[src/rtl/rs232_frame_receiver_pkg.sv]
// rtl/rs232_frame_receiver_pkg.sv - shared types and helpers for the RS-232 frame receiver
package rs232_frame_pkg;

    typedef enum logic [2:0] {
        IDLE,
        LEN,
        PAYLOAD,
        CHECK,
        HOLD
    } state_t;

    localparam logic [7:0] DEFAULT_SOF = 8'hA5;

    // Always returns at least 1 so a one-entry buffer still gets a 1-bit address.
    function automatic int clog2_f(input int v);
        int r;
        for (r = 1; (1 << r) < v; r++) begin
        end
        return r;
    endfunction

    function automatic int timeout_ticks(input int clk_freq, input int baud, input int bits);
        return (clk_freq / baud) * bits;
    endfunction

endpackage

[src/rtl/rs232_frame_receiver_if.sv]
// rtl/rs232_frame_receiver_if.sv - byte-in / frame-out signal bundle of the frame receiver
interface rs232_frame_receiver_if #(
    parameter int AW = 4
);
    logic [7:0]    rx_data;
    logic          rx_byte_received;
    logic          rx_err;
    logic          rx_read;
    logic          frame_ready;
    logic [7:0]    frame_len;
    logic [AW-1:0] rd_addr;
    logic [7:0]    rd_data;
    logic          frame_ack;
    logic          chk_err;
    logic          len_err;
    logic          line_err;
    logic          timeout_err;
    logic          overrun;

    modport master (
        output rx_data, rx_byte_received, rx_err, rd_addr, frame_ack,
        input  rx_read, frame_ready, frame_len, rd_data,
        input  chk_err, len_err, line_err, timeout_err, overrun
    );

    modport slave (
        input  rx_data, rx_byte_received, rx_err, rd_addr, frame_ack,
        output rx_read, frame_ready, frame_len, rd_data,
        output chk_err, len_err, line_err, timeout_err, overrun
    );
endinterface

[src/rtl/rs232_frame_receiver_buffer.sv]
// rtl/rs232_frame_receiver_buffer.sv - payload RAM, one write port and a registered read port
module rs232_frame_buffer #(
    parameter int DEPTH = 16,
    parameter int AW    = 4
) (
    input  logic          clk,
    input  logic          rst,
    input  logic          wr_en_i,
    input  logic [AW-1:0] wr_addr_i,
    input  logic [7:0]    wr_data_i,
    input  logic [AW-1:0] rd_addr_i,
    output logic [7:0]    rd_data_o
);
    logic [7:0] mem_q [DEPTH];
    logic [7:0] rd_data_q;

    always_ff @(posedge clk) begin
        if (wr_en_i && !rst) begin
            mem_q[wr_addr_i] <= wr_data_i;
        end
    end

    // Read-during-write to the same address returns the old contents.
    always_ff @(posedge clk) begin
        if (rst) begin
            rd_data_q <= 8'd0;
        end else begin
            rd_data_q <= mem_q[rd_addr_i];
        end
    end

    assign rd_data_o = rd_data_q;
endmodule

[src/rtl/rs232_frame_receiver.sv]
// rtl/rs232_frame_receiver.sv - assembles SOF/LEN/PAYLOAD/CHK frames from a UART byte stream
module rs232_frame_receiver
    import rs232_frame_pkg::*;
#(
    parameter int         CLK_FREQ     = 50000000,
    parameter int         BAUD_RATE    = 115200,
    parameter int         MAX_PAYLOAD  = 16,
    parameter logic [7:0] SOF_BYTE     = DEFAULT_SOF,
    parameter int         TIMEOUT_BITS = 20
) (
    input logic                   clk,
    input logic                   rst,
    rs232_frame_receiver_if.slave bus
);
    localparam int AW    = clog2_f(MAX_PAYLOAD);
    localparam int TICKS = timeout_ticks(CLK_FREQ, BAUD_RATE, TIMEOUT_BITS);
    localparam int CW    = clog2_f(TICKS);

    state_t        state_q, state_d;
    logic [7:0]    len_q, len_d, chk_q, chk_d, flen_q, flen_d;
    logic [AW-1:0] idx_q, idx_d;
    logic [CW-1:0] cnt_q, cnt_d;
    logic          rx_read_q, chk_err_q, len_err_q, line_err_q, tmo_err_q, overrun_q;
    logic          chk_err_d, len_err_d, line_err_d, tmo_err_d, overrun_d;
    logic          wr_en;

    logic byte_v, err_v, ack_v, active, tmo, len_bad, last_payload;
    assign byte_v       = bus.rx_byte_received;
    assign err_v        = bus.rx_err;
    assign ack_v        = (state_q == HOLD) && bus.frame_ack;
    assign active       = (state_q == LEN) || (state_q == PAYLOAD) || (state_q == CHECK);
    assign tmo          = active && !byte_v && (cnt_q == CW'(TICKS - 1));
    assign len_bad      = (bus.rx_data == 8'd0) || (32'(bus.rx_data) > MAX_PAYLOAD);
    assign last_payload = (idx_q == AW'(len_q - 8'd1));

    always_ff @(posedge clk) begin
        if (rst) begin
            state_q <= IDLE;
        end else begin
            state_q <= state_d;
        end
    end

    always_comb begin
        state_d = state_q;
        case (state_q)
            IDLE:    if (byte_v && !err_v && bus.rx_data == SOF_BYTE) state_d = LEN;
            LEN:     if (byte_v) state_d = (err_v || len_bad) ? IDLE : PAYLOAD;
                     else if (tmo) state_d = IDLE;
            PAYLOAD: if (byte_v) state_d = err_v ? IDLE : (last_payload ? CHECK : PAYLOAD);
                     else if (tmo) state_d = IDLE;
            CHECK:   if (byte_v) state_d = (!err_v && bus.rx_data == chk_q) ? HOLD : IDLE;
                     else if (tmo) state_d = IDLE;
            HOLD:    if (ack_v) state_d = (byte_v && !err_v && bus.rx_data == SOF_BYTE) ? LEN : IDLE;
            default: state_d = IDLE;
        endcase
    end

    always_comb begin
        len_d      = len_q;
        chk_d      = chk_q;
        idx_d      = idx_q;
        flen_d     = flen_q;
        cnt_d      = (byte_v || !active) ? '0 : cnt_q + CW'(1);
        wr_en      = 1'b0;
        chk_err_d  = 1'b0;
        len_err_d  = 1'b0;
        line_err_d = 1'b0;
        tmo_err_d  = tmo;
        overrun_d  = 1'b0;
        if (byte_v && active && err_v) begin
            line_err_d = 1'b1;
        end else if (byte_v) begin
            case (state_q)
                LEN: begin
                    if (len_bad) begin
                        len_err_d = 1'b1;
                    end else begin
                        len_d = bus.rx_data;
                        chk_d = bus.rx_data;
                        idx_d = '0;
                    end
                end
                PAYLOAD: begin
                    wr_en = 1'b1;
                    chk_d = chk_q ^ bus.rx_data;
                    idx_d = idx_q + AW'(1);
                end
                CHECK: begin
                    if (bus.rx_data == chk_q) flen_d = len_q;
                    else chk_err_d = 1'b1;
                end
                HOLD:    overrun_d = !ack_v;
                default: ;
            endcase
        end
    end

    always_ff @(posedge clk) begin
        if (rst) begin
            len_q      <= 8'd0;
            chk_q      <= 8'd0;
            flen_q     <= 8'd0;
            idx_q      <= '0;
            cnt_q      <= '0;
            rx_read_q  <= 1'b0;
            chk_err_q  <= 1'b0;
            len_err_q  <= 1'b0;
            line_err_q <= 1'b0;
            tmo_err_q  <= 1'b0;
            overrun_q  <= 1'b0;
        end else begin
            len_q      <= len_d;
            chk_q      <= chk_d;
            flen_q     <= flen_d;
            idx_q      <= idx_d;
            cnt_q      <= cnt_d;
            rx_read_q  <= byte_v;
            chk_err_q  <= chk_err_d;
            len_err_q  <= len_err_d;
            line_err_q <= line_err_d;
            tmo_err_q  <= tmo_err_d;
            overrun_q  <= overrun_d;
        end
    end

    rs232_frame_buffer #(.DEPTH(MAX_PAYLOAD), .AW(AW)) u_buffer (
        .clk       (clk),
        .rst       (rst),
        .wr_en_i   (wr_en),
        .wr_addr_i (idx_q),
        .wr_data_i (bus.rx_data),
        .rd_addr_i (bus.rd_addr),
        .rd_data_o (bus.rd_data)
    );

    assign bus.rx_read     = rx_read_q;
    assign bus.frame_ready = (state_q == HOLD);
    assign bus.frame_len   = flen_q;
    assign bus.chk_err     = chk_err_q;
    assign bus.len_err     = len_err_q;
    assign bus.line_err    = line_err_q;
    assign bus.timeout_err = tmo_err_q;
    assign bus.overrun     = overrun_q;
endmodule

[src/flat_wrapper.sv]
// flat-port wrapper written by rule: the top's interface ports become plain ports
module rs232_frame_receiver_flat import rs232_frame_pkg::*;
#(
    parameter int         CLK_FREQ     = 50000000,
    parameter int         BAUD_RATE    = 115200,
    parameter int         MAX_PAYLOAD  = 16,
    parameter logic [7:0] SOF_BYTE     = DEFAULT_SOF,
    parameter int         TIMEOUT_BITS = 20
)
  (clk, rst, bus_rx_data, bus_rx_byte_received, bus_rx_err, bus_rd_addr, bus_frame_ack, bus_rx_read, bus_frame_ready, bus_frame_len, bus_rd_data, bus_chk_err, bus_len_err, bus_line_err, bus_timeout_err, bus_overrun);
  rs232_frame_receiver_if #(.AW(4)) bus_i ();
  input logic clk;
  input logic rst;
  input wire logic [$bits(bus_i.rx_data)-1:0] bus_rx_data;
  input wire logic [$bits(bus_i.rx_byte_received)-1:0] bus_rx_byte_received;
  input wire logic [$bits(bus_i.rx_err)-1:0] bus_rx_err;
  input wire logic [$bits(bus_i.rd_addr)-1:0] bus_rd_addr;
  input wire logic [$bits(bus_i.frame_ack)-1:0] bus_frame_ack;
  output wire logic [$bits(bus_i.rx_read)-1:0] bus_rx_read;
  output wire logic [$bits(bus_i.frame_ready)-1:0] bus_frame_ready;
  output wire logic [$bits(bus_i.frame_len)-1:0] bus_frame_len;
  output wire logic [$bits(bus_i.rd_data)-1:0] bus_rd_data;
  output wire logic [$bits(bus_i.chk_err)-1:0] bus_chk_err;
  output wire logic [$bits(bus_i.len_err)-1:0] bus_len_err;
  output wire logic [$bits(bus_i.line_err)-1:0] bus_line_err;
  output wire logic [$bits(bus_i.timeout_err)-1:0] bus_timeout_err;
  output wire logic [$bits(bus_i.overrun)-1:0] bus_overrun;
  assign bus_i.rx_data = bus_rx_data;
  assign bus_i.rx_byte_received = bus_rx_byte_received;
  assign bus_i.rx_err = bus_rx_err;
  assign bus_i.rd_addr = bus_rd_addr;
  assign bus_i.frame_ack = bus_frame_ack;
  assign bus_rx_read = bus_i.rx_read;
  assign bus_frame_ready = bus_i.frame_ready;
  assign bus_frame_len = bus_i.frame_len;
  assign bus_rd_data = bus_i.rd_data;
  assign bus_chk_err = bus_i.chk_err;
  assign bus_len_err = bus_i.len_err;
  assign bus_line_err = bus_i.line_err;
  assign bus_timeout_err = bus_i.timeout_err;
  assign bus_overrun = bus_i.overrun;
  rs232_frame_receiver #(.CLK_FREQ(CLK_FREQ), .BAUD_RATE(BAUD_RATE), .MAX_PAYLOAD(MAX_PAYLOAD), .SOF_BYTE(SOF_BYTE), .TIMEOUT_BITS(TIMEOUT_BITS)) u_core (.clk(clk), .rst(rst), .bus(bus_i));
endmodule
[config.mk]
export PLATFORM = sky130hd
export DESIGN_NAME = rs232_frame_receiver_flat
export DESIGN_NICKNAME = d
export VERILOG_FILES = /design/src/rtl/rs232_frame_receiver_pkg.sv /design/src/rtl/rs232_frame_receiver_if.sv /design/src/rtl/rs232_frame_receiver_buffer.sv /design/src/rtl/rs232_frame_receiver.sv /design/src/flat_wrapper.sv
export SDC_FILE = /design/constraint.sdc
export NUM_CORES = 1
export LEC_CHECK = 0
export CAP_MARGIN = 0
export CORE_MARGIN = 5
export CORE_UTILIZATION = 45
export DETAILED_ROUTE_END_ITERATION = 16
export GPL_ROUTABILITY_DRIVEN = 0
export GPL_TIMING_DRIVEN = 0
export PLACE_DENSITY_LB_ADDON = 0.15
export SLEW_MARGIN = 40
export SYNTH_ARGS = -nofsm -noshare
export SYNTH_HDL_FRONTEND = slang
export SYNTH_SLANG_ARGS = --single-unit
[constraint.sdc]
create_clock -name clk -period 3.3 [get_ports clk]
set_clock_uncertainty 0.1 [all_clocks]
set_input_delay 0.66 -clock clk [delete_from_list [all_inputs] [get_ports clk]]
set_output_delay 0.66 -clock clk [all_outputs]
set_load 0.02 [all_outputs]
==> qor.txt, run 1 <==
Area Overhead vs Synth: 15.8%
Core Rows: 47
Hold Path End: u_core.cnt_q[0]$_SDFF_PP0_
Mean Syn Cell Area: 15.1 µm²
R2R Setup Slk: 0.83 ns
Int Pwr: 3.70 mW
Met3 wire len: 829 µm
Net Count, Synth: 525
#FFs+latches synth: 187
Period utilisation layout: 87.2%
Critical Path Start Type: input port
Clock sink total: 187
Sequential power share: 54.2%
MaxCap Viol Count: 0
CTS tree: done
Post-synthesis sequential area ratio: 66.5%
Routed len/inst: 19.3 µm
# H-tree levels: 4
Die H: 140 µm
Vias: 4,339
Iter 0 DRT Violations: 233
Slew HR: 45.6%
Starting density of the core: 45.8%
Setup Buffers After CTS: 0
Final Util: 53.0%
Cell Area, Placed: 0.00821 mm²
GR Overflow Total: 0
ANT cells: 0
Largest net degree at the start of global routing: 24
Cell variety after synth: 45
Io pins: 40
Crit path from: bus_rx_byte_received
Sw Pwr: 0.929 mW
Worst setup EP type: flop
Worst Reg-to-Reg Cells: 4
DR top layer: met4
WL met2: 7.62 mm
Die width: 140 µm
Sw frac: 20.1%
Outcome: completed
Layout cell share with drive strength beyond 1: 16.0%
Req. time, crit path: 3.25 ns
Leakage: 2.83 nW
Dpl ws: -0.0761 ns
DR vias/cell: 5.49
WS Path Type: in -> reg
Hold Fails Final Rpt: 0
Class of the worst hold path: reg -> reg
CP max FO: 8
PostCTS Resize Cnt: 0
Post-DP HPWL: 10.3 mm
HP Start: u_core.cnt_q[0]$_SDFF_PP0_
Core Region: 0.0165 mm²
Reg2reg start: u_core.state_q[0]$_SDFFE_PP0P_
Worst-margin pin slew: 0.814 ns
RSZ-0062 raised after global routing: no
Final ANT Viol Nets: 0
Max Freq: 347 MHz
Routed wire length: 15.3 mm
Worst setup margin: 0.421 ns
Fin crit period: 2.88 ns
Final setup TNS: 0 ns
PortBufs: 36
CTS clock-pin slew for the worst setup and hold paths: 0.06 ns
CTS max path bufs: 2
Final setup viols: 0
Pwr/cell area: 529 mW/mm²
Hold_buf cts: 0
First-pass GRT wire length: 24.5 mm
Dpl cells: 758
Cells after Synth: 502
Final instance area: 0.00876 mm²
Initial antenna violation count: 0
Worst r2r dst: u_core.u_buffer.mem_q[8][2]$_DFFE_PP_
Clock latency reported for the late side of the worst-skew pair: 0.42 ns
Clock power share: 41.2%
VDD IR max: 0.000332 V
Overall routing resource usage: 16.4%
CTS Root Cell: clkbuf_16
Die area: 0.0195 mm²
Nets: 580
Combinational Power Share: 4.5%
Final Max Tran Viols: 0
Post-synthesis cell area: 0.00756 mm²
DRC: 0
Ys Warns: 0
Worst EP arrival: 2.83 ns
Hold path depth: 1
Vias in the first global route: 4,470
First-pass DRT Iterations: 4
CTS Buf Count: 17
WL met1: 6.60 mm
Non-Filler Instances: 790
## how the worst max path moves through the flow
stage | endpoint | slack (ns) | cells past startpoint
3_3_place_gp | u_core.u_buffer.mem_q[1][1]$_DFFE_PP_ | -0.33 | 5
5_1_grt | u_core.u_buffer.mem_q[8][2]$_DFFE_PP_ | 0.29 | 5
3_5_place_dp | u_core.bus.frame_len[6]$_SDFFE_PP0P_ | -0.08 | 6
2_1_floorplan | u_core.u_buffer.mem_q[0][0]$_DFFE_PP_ | 0.78 | 4
6_report | u_core.u_buffer.mem_q[8][2]$_DFFE_PP_ | 0.42 | 5
4_1_cts | u_core.bus.frame_len[6]$_SDFFE_PP0P_ | 0.36 | 6
## flip-flops by register name, summed over array words and instances, names as in the netlist
name and count:
u_core.u_buffer.mem_q 128, u_core.u_buffer.rd_data_o 8, u_core.bus.frame_len 8, u_core.chk_q 8, u_core.bus.timeout_err 1, u_core.bus.chk_err 1, u_core.bus.rx_read 1, u_core.idx_q 4
u_core.bus.len_err 1, u_core.bus.overrun 1, u_core.len_q 8, u_core.state_q 3, u_core.cnt_q 14, u_core.bus.line_err 1
## cells by family after synthesis
| group | count (synthesis) | share of synthesized area (%) |
|---|---|---|
| flops | 187 | 66.5 |
| simple gates | 138 | 10.2 |
| compound gates | 48 | 3.92 |
| xor+xnor | 27 | 3.13 |
| mux | 58 | 13.0 |
| fa+ha+maj | 6 | 0.993 |
| buf+inv | 38 | 2.25 |
## routing by layer
layer  vias to the layer above  GRT usage (%)
met5                         -              0
met4                         0           5.10
met3                        19           4.25
met2                       121           26.7
met1                      2177           21.7
li1                       2022              -
## stage by stage
step	hold slack, ns	total power, mW
after CTS	0.338	4.68
after global routing	0.393	4.81
after detailed placement	0.329	2.78
after global placement	0.323	2.78
after floorplan	0.313	2.68
final	0.336	4.63
## power groups by stage
stage               combinational, mW  sequential, mW  clock, mW
global placement                0.215            2.56          0
global route                    0.226            2.51       2.07
finish                          0.211            2.51       1.91
floorplan                       0.102            2.57          0
detailed placement              0.217            2.56          0
CTS                             0.217            2.51       1.95
## cells in the final DEF (no fill, tap or decap), types with 3 or more instances in the layout
master	Yosys	final
buf_2	7	15
dfxtp_1	59	59
a21oi_1	14	14
clkbuf_16	0	20
and3_1	3	3
o21ai_0	9	9
mux2i_1	25	24
ha_1	6	6
or3_1	3	3
xor2_1	20	20
nor3b_1	6	5
a31oi_1	8	8
nand2b_1	22	22
nor2_1	28	26
mux4_2	32	32
xnor2_1	7	7
clkdlybuf4s50_1	0	28
clkbuf_1	13	16
nand3_1	17	17
a221o_1	5	5
o22ai_1	8	8
edfxtp_1	128	128
and2_1	4	4
inv_1	12	16
nor3_1	14	10
nand4_1	7	7
nor2_2	1	3
nor4_1	5	5
or2_2	3	3
nand2_1	12	12
nor3_2	1	5
buf_1	3	3
## worst max-delay path, cell delays in order
cell             delay, ns
clkdlybuf4s50_1       0.56
or3b_1                0.49
nor3_2                0.25
nand2_1               0.19
nor2_1                0.67
## Yosys cell counts, drive strengths merged
master,instances,share of area [%]
and4,1,0.12
nor4bb,1,0.13
o41ai,1,0.12
nand2b,22,1.8
or2,3,0.25
nand4bb,2,0.30
mux2i,25,3.3
nor2,30,1.6
nor3b,6,0.60
nor4b,2,0.23
inv,12,0.60
or3,3,0.25
nor3,15,1.1
o22ai,8,0.66
o211ai,2,0.20
mux2,1,0.20
nor2b,2,0.17
ha,6,0.99
buf,13,1.0
nand3b,1,0.099
clkbuf,13,0.65
nor4,6,0.58
or3b,1,0.12
a211oi,1,0.099
nand2,12,0.60
xor2,20,2.3
a21oi,14,0.93
o21ai,9,0.60
xnor2,7,0.81
mux4,32,9.5
a221o,5,0.66
nand4,7,0.58
edfxtp,128,51
a31oi,8,0.66
nand3,17,1.1
and3,3,0.25
and2,4,0.33
dfxtp,59,16
## layout make-up
| class | count | area [µm²] |
|---|---|---|
| tap | 220 | 275 |
| multi-input combinational | 277 | 2400 |
| buffer | 26 | 125 |
| timing repair buffer | 36 | 320 |
| inverter | 12 | 45.0 |
| clock buffer | 24 | 526 |
| fill | 1374 | 7770 |
| clock inverter | 8 | 41.3 |
| sequential | 187 | 5020 |
Power figures use the tool's default switching activity.
==> run 2: changes to the inputs <==
--- a/config.mk
+++ b/config.mk
@@ -9,6 +9,7 @@
 export CORE_MARGIN = 5
 export CORE_UTILIZATION = 45
 export DETAILED_ROUTE_END_ITERATION = 16
+export DONT_BUFFER_PORTS = 1
 export GPL_ROUTABILITY_DRIVEN = 0
 export GPL_TIMING_DRIVEN = 0
 export PLACE_DENSITY_LB_ADDON = 0.15
==> run 2 against run 1 <==
Worst hold slack lost 0.11 ns. Wire length grew 3.4%. Sequential power is essentially flat. Highest routed layer unchanged. Largest cell class unchanged. Critical path type is now reg -> reg. Utilization shrank 1.8 points. Largest power group unchanged.
==> qor.txt, run 2 (same netlist as run 1, synthesis figures left out) <==
HP Start: bus_rx_data[5]
Critical path's slowest cell: nor2_1
Iter 0 DRT Violations: 256
DR vias/cell: 5.57
CP max FO: 8
Int Pwr: 3.73 mW
Die H: 140 µm
Routed len/inst: 20.9 µm
Die area: 0.0195 mm²
Slew HR: 43.7%
Reg2reg start: u_core.state_q[0]$_SDFFE_PP0P_
Largest net degree at the start of global routing: 24
Sw Pwr: 0.950 mW
Routed wire length: 15.8 mm
PortBufs: 0
Most Used Layer, Global Route: met2
CTS Buf Count: 17
Worst path cell trace: or3b_1, nor3_2, nand2_1, nor2_1
Worst setup EP type: flop
Leakage: 2.69 nW
First-pass GRT wire length: 24.6 mm
Max Freq: 403 MHz
First-pass DRT Iterations: 4
Class of the worst hold path: in -> reg
Hold Fails Final Rpt: 0
Setup Buffers After CTS: 0
# H-tree levels: 4
CTS tree: done
Max FFs per register: 128
Sequential power share: 53.9%
Dpl ws: 0.467 ns
Vias in the first global route: 4,328
Clock latency reported for the late side of the worst-skew pair: 0.43 ns
Core Region: 0.0165 mm²
RSZ-0062 raised after global routing: no
Commonest cells after routing, fill and taps aside: 128 x edfxtp_1, 59 x dfxtp_1, 32 x mux4_2
Core Rows: 47
PostCTS Resize Cnt: 0
CTS clock-pin slew for the worst setup and hold paths: 0.07 ns
Starting density of the core: 45.8%
Overall routing resource usage: 16.8%
Fin crit period: 2.48 ns
Nets: 546
Clock power share: 43.3%
Sw frac: 20.3%
CTS max path bufs: 2
Hold_buf cts: 0
Reg with most FFs: u_core.u_buffer.mem_q
Die width: 140 µm
Clock sink total: 187
Dpl cells: 724
WS Path Type: reg -> reg
Worst-margin pin slew: 0.842 ns
MaxCap Viol Count: 0
Worst setup margin: 0.816 ns
Worst EP arrival: 2.44 ns
Final ANT Viol Nets: 0
Layout cell share with drive strength beyond 1: 16.6%
Io pins: 40
VDD IR max: 0.000375 V
Initial antenna violation count: 0
Outcome: completed
M1 GR Usage: 22.1%
ANT cells: 0
GR Overflow Total: 0
Grt met2 use: 27.0%
Req. time, crit path: 3.25 ns
Vias: 4,214
Biggest regs: u_core.u_buffer.mem_q x128, u_core.cnt_q x14
Final setup TNS: 0 ns
Critical Path Start Type: flop
Area Overhead vs Synth: 11.9%
CTS Root Cell: clkbuf_16
Post-DP HPWL: 10.4 mm
Crit path from: u_core.state_q[0]$_SDFFE_PP0P_
Combinational Power Share: 2.8%
Final setup viols: 0
Pwr/cell area: 553 mW/mm²
Pwr Total: 4.68 mW
Non-Filler Instances: 756
Final Max Tran Viols: 0
Met3 global-route usage: 4.46%
DRC: 0
Slowest stage delay, CP: 0.67 ns
Period utilisation layout: 75.3%
Most common cell after layout, fill and taps aside: edfxtp_1
run 2: changes by cell type in the layout (fill, tap and decap cells not counted), moves of 2 or more:
cell,previous run,this run
clkdlybuf4s50_1,28,0
buf_2,15,9
inv_1,16,12
clkbuf_16,20,17
nor2_1,26,23
nor2_2,3,6
bufinv_16,0,2
clkinv_2,2,0
clkinv_4,1,3
run 2: power groups by stage:
| stage | clock [mW] | combinational, mW | sequential, mW |
|---|---|---|---|
| final | 2.03 | 0.133 | 2.52 |
| after global placement | 0 | 0.135 | 2.57 |
| after floorplan | 0 | 0.102 | 2.57 |
| after detailed placement | 0 | 0.135 | 2.57 |
| after global routing | 2.16 | 0.144 | 2.52 |
| after CTS | 2.07 | 0.136 | 2.52 |
run 2: final timing paths:
| path | endpoint | slack [ns] | cells past startpoint |
|---|---|---|---|
| max | u_core.u_buffer.mem_q[12][7]$_DFFE_PP_ | 0.82 | 4 |
| min | u_core.u_buffer.mem_q[13][5]$_DFFE_PP_ | 0.22 | 0 |
| max reg2reg | u_core.u_buffer.mem_q[12][7]$_DFFE_PP_ | 0.82 | 4 |
| min reg2reg | u_core.cnt_q[0]$_SDFF_PP0_ | 0.34 | 1 |
run 2: area by class of cell:
| type | instances | area [µm²] |
|---|---|---|
| tap | 220 | 275 |
| clock inverter | 9 | 114 |
| fill | 1373 | 8060 |
| multi-input combinational | 277 | 2400 |
| inverter | 12 | 45.0 |
| buffer | 26 | 125 |
| sequential | 187 | 5020 |
| timing repair buffer | 2 | 10.0 |
| clock buffer | 23 | 468 |
run 2: critical path: cells and delay by family (launching register included):
kind,cells,cell delay [ns]
DFF,1,0.36
and+or+nand+nor,4,1.64
run 2: per-layer routing:
metal	share of wire (%)	vias up	routed length (µm)
met5	0	-	0
met4	1.5	0	235
met3	5.4	20	857
met2	49	79	7800
met1	44	2155	6910
li1	-	1960	-
run 2: stage by stage:
stage | util, % | hold slack, ns | cell area, µm²
finish | 51.2 | 0.223 | 8460
global route | 51.2 | 0.199 | 8460
CTS | 51.2 | 0.201 | 8450
detailed placement | 47.6 | 0.335 | 7870
global placement | 47.4 | 0.323 | 7840
floorplan | - | 0.313 | 7560
==> run 3: changes to the inputs <==
==> constraint.sdc (replaced) <==
create_clock -name clk -period 2.29 [get_ports clk]
set_clock_uncertainty 0.1 [all_clocks]
set_input_delay 0.458 -clock clk [delete_from_list [all_inputs] [get_ports clk]]
set_output_delay 0.458 -clock clk [all_outputs]
set_load 0.02 [all_outputs]
==> run 3 against run 2 <==
The flow now finishes with violations (negative setup slack). Global-route usage is 0.60 points higher. Combinational power is 91% higher. Setup slack got worse by 0.86 ns. Wire length increased by 2.9%. First-iteration DRC count is 7.0% lower. Non-clock buffer count grew 19. Cell area is 3.3% higher. Maximum frequency increased by 6.4%. Critical path type unchanged. Critical endpoint is now u_core.u_buffer.mem_q[14][6]$_DFFE_PP_. Largest cell class unchanged. Highest routed layer unchanged.
==> qor.txt, run 3 (same netlist as run 1, synthesis figures left out) <==
Outcome: finished with violations
Failing checks: negative setup slack
RSZ-0062 raised after global routing: yes
WS Path Type: reg -> reg
Reg with most FFs: u_core.u_buffer.mem_q
Leakage: 2.76 nW
Final setup TNS: -0.374 ns
Vias: 4,303
PortBufs: 0
Initial antenna violation count: 0
CTS Root Cell: clkbuf_16
CTS max path bufs: 2
Max FFs per register: 128
DRC: 0
Period utilisation layout: 102%
Max Freq: 428 MHz
Critical Path Start Type: flop
Clock latency reported for the late side of the worst-skew pair: 0.43 ns
Hold Fails Final Rpt: 0
ANT cells: 0
GR Overflow Total: 0
CTS tree: done
Dpl cells: 722
Routed len/inst: 21.0 µm
Area Overhead vs Synth: 15.6%
Worst setup EP type: flop
Req. time, crit path: 2.26 ns
First-pass GRT wire length: 25.3 mm
Core Rows: 47
Slowest stage delay, CP: 0.52 ns
Commonest cells after routing, fill and taps aside: 128 x edfxtp_1, 59 x dfxtp_1, 32 x mux4_2
Starting density of the core: 45.8%
Pwr/cell area: 765 mW/mm²
Final ANT Viol Nets: 0
Slew HR: 43.5%
Core Region: 0.0165 mm²
Overall routing resource usage: 17.4%
Layout cell share with drive strength beyond 1: 18.4%
Largest net degree at the start of global routing: 18
Routed wire length: 16.3 mm
# H-tree levels: 4
Die width: 140 µm
CP max FO: 8
Critical path's slowest cell: or3b_1
MaxCap Viol Count: 0
Io pins: 40
Final Max Tran Viols: 0
Die area: 0.0195 mm²
Worst-margin pin slew: 0.847 ns
VDD IR max: 0.000522 V
Vias in the first global route: 4,432
Worst setup margin: -0.0441 ns
Biggest regs: u_core.u_buffer.mem_q x128, u_core.cnt_q x14
Die H: 140 µm
Worst EP arrival: 2.31 ns
Clock sink total: 187
DR vias/cell: 5.55
Non-Filler Instances: 775
Post-DP HPWL: 10.2 mm
Final Util: 52.9%
Final setup viols: 16
CTS clock-pin slew for the worst setup and hold paths: 0.07 ns
Nets: 565
Top delay family on crit path: simple AND/OR/NAND/NOR gates
Fin crit period: 2.33 ns
First-pass DRT Iterations: 7
CTS Buf Count: 17
Worst path cell trace: or3b_1, nor3_2, nand2_1, nor2_2
Iter 0 DRT Violations: 238
Buf+Inv Stages, Crit Path: 0
Most common cell after layout, fill and taps aside: edfxtp_1
Class of the worst hold path: in -> reg
## run 3: changes by cell type in the layout (fill, tap and decap cells not counted), sizes merged
cell | before | now
bufinv | 2 | 1
buf | 15 | 17
clkinv | 4 | 5
dlygate4sd3 | 0 | 17
inv | 13 | 18
clkbuf | 36 | 31
## run 3: worst register-to-register path, cell delays in order (launching register included)
cell	delay, ns
dfxtp_1	0.36
or3b_1	0.52
nor3_2	0.25
nand2_1	0.28
nor2_2	0.47
## run 3: path summary, 6_finish.rpt
check | slack [ns] | cells past startpoint | endpoint | from
setup / recovery | -0.04 | 4 | u_core.u_buffer.mem_q[14][6]$_DFFE_PP_ | u_core.state_q[0]$_SDFFE_PP0P_
hold / removal | 0.03 | 0 | u_core.u_buffer.mem_q[1][0]$_DFFE_PP_ | bus_rx_data[0]
setup reg to reg | -0.04 | 4 | u_core.u_buffer.mem_q[14][6]$_DFFE_PP_ | u_core.state_q[0]$_SDFFE_PP0P_
hold reg to reg | 0.35 | 1 | u_core.cnt_q[0]$_SDFF_PP0_ | u_core.cnt_q[0]$_SDFF_PP0_
## run 3: report_power, final
part           switching [mW]  leakage [nW]  internal, mW
clock                    1.28         0.274          1.52
combinational           0.143         0.859         0.111
sequential             0.0206          1.63          3.61
## run 3: metrics by stage
| stage | cell area [µm²] | power (mW) | setup WS [ns] | hold slack (ns) |
|---|---|---|---|---|
| after floorplan | 7580 | 3.85 | 0.180 | 0.313 |
| after global placement | 7860 | 3.90 | -0.217 | 0.323 |
| after detailed placement | 7860 | 3.91 | -0.241 | 0.343 |
| after CTS | 8600 | 6.77 | -0.166 | 0.0000435 |
| after global routing | 8740 | 6.93 | -0.125 | 0.00000866 |
| final | 8740 | 6.69 | -0.0441 | 0.0292 |
## run 3: layout make-up
cell class,count,area [µm²]
fill,1389,7780
multi-input combinational,277,2450
sequential,187,5020
tap,220,275
buffer,26,125
timing repair buffer,21,250
clock buffer,18,429
inverter,12,45.0
clock inverter,14,136
## run 3: routing by layer
layer / part of all wire (%) / vias up / track usage [%] / wire (µm)
met1: 44 / 2170 / 22.2 / 7090
met3: 5.5 / 20 / 6.21 / 897
met2: 49 / 111 / 28.2 / 8010
met4: 1.6 / 0 / 5.15 / 263
li1: - / 2002 / - / -
met5: 0 / - / 0 / 0
## run 3: repair_timing
action	CTS	global route
hold buffers	16	1
hold endpoints to repair	93	1
resized for setup	7	10
setup endpoints to repair	128	120
pin swaps	0	2
gates cloned	0	0
buffers inserted	0	4
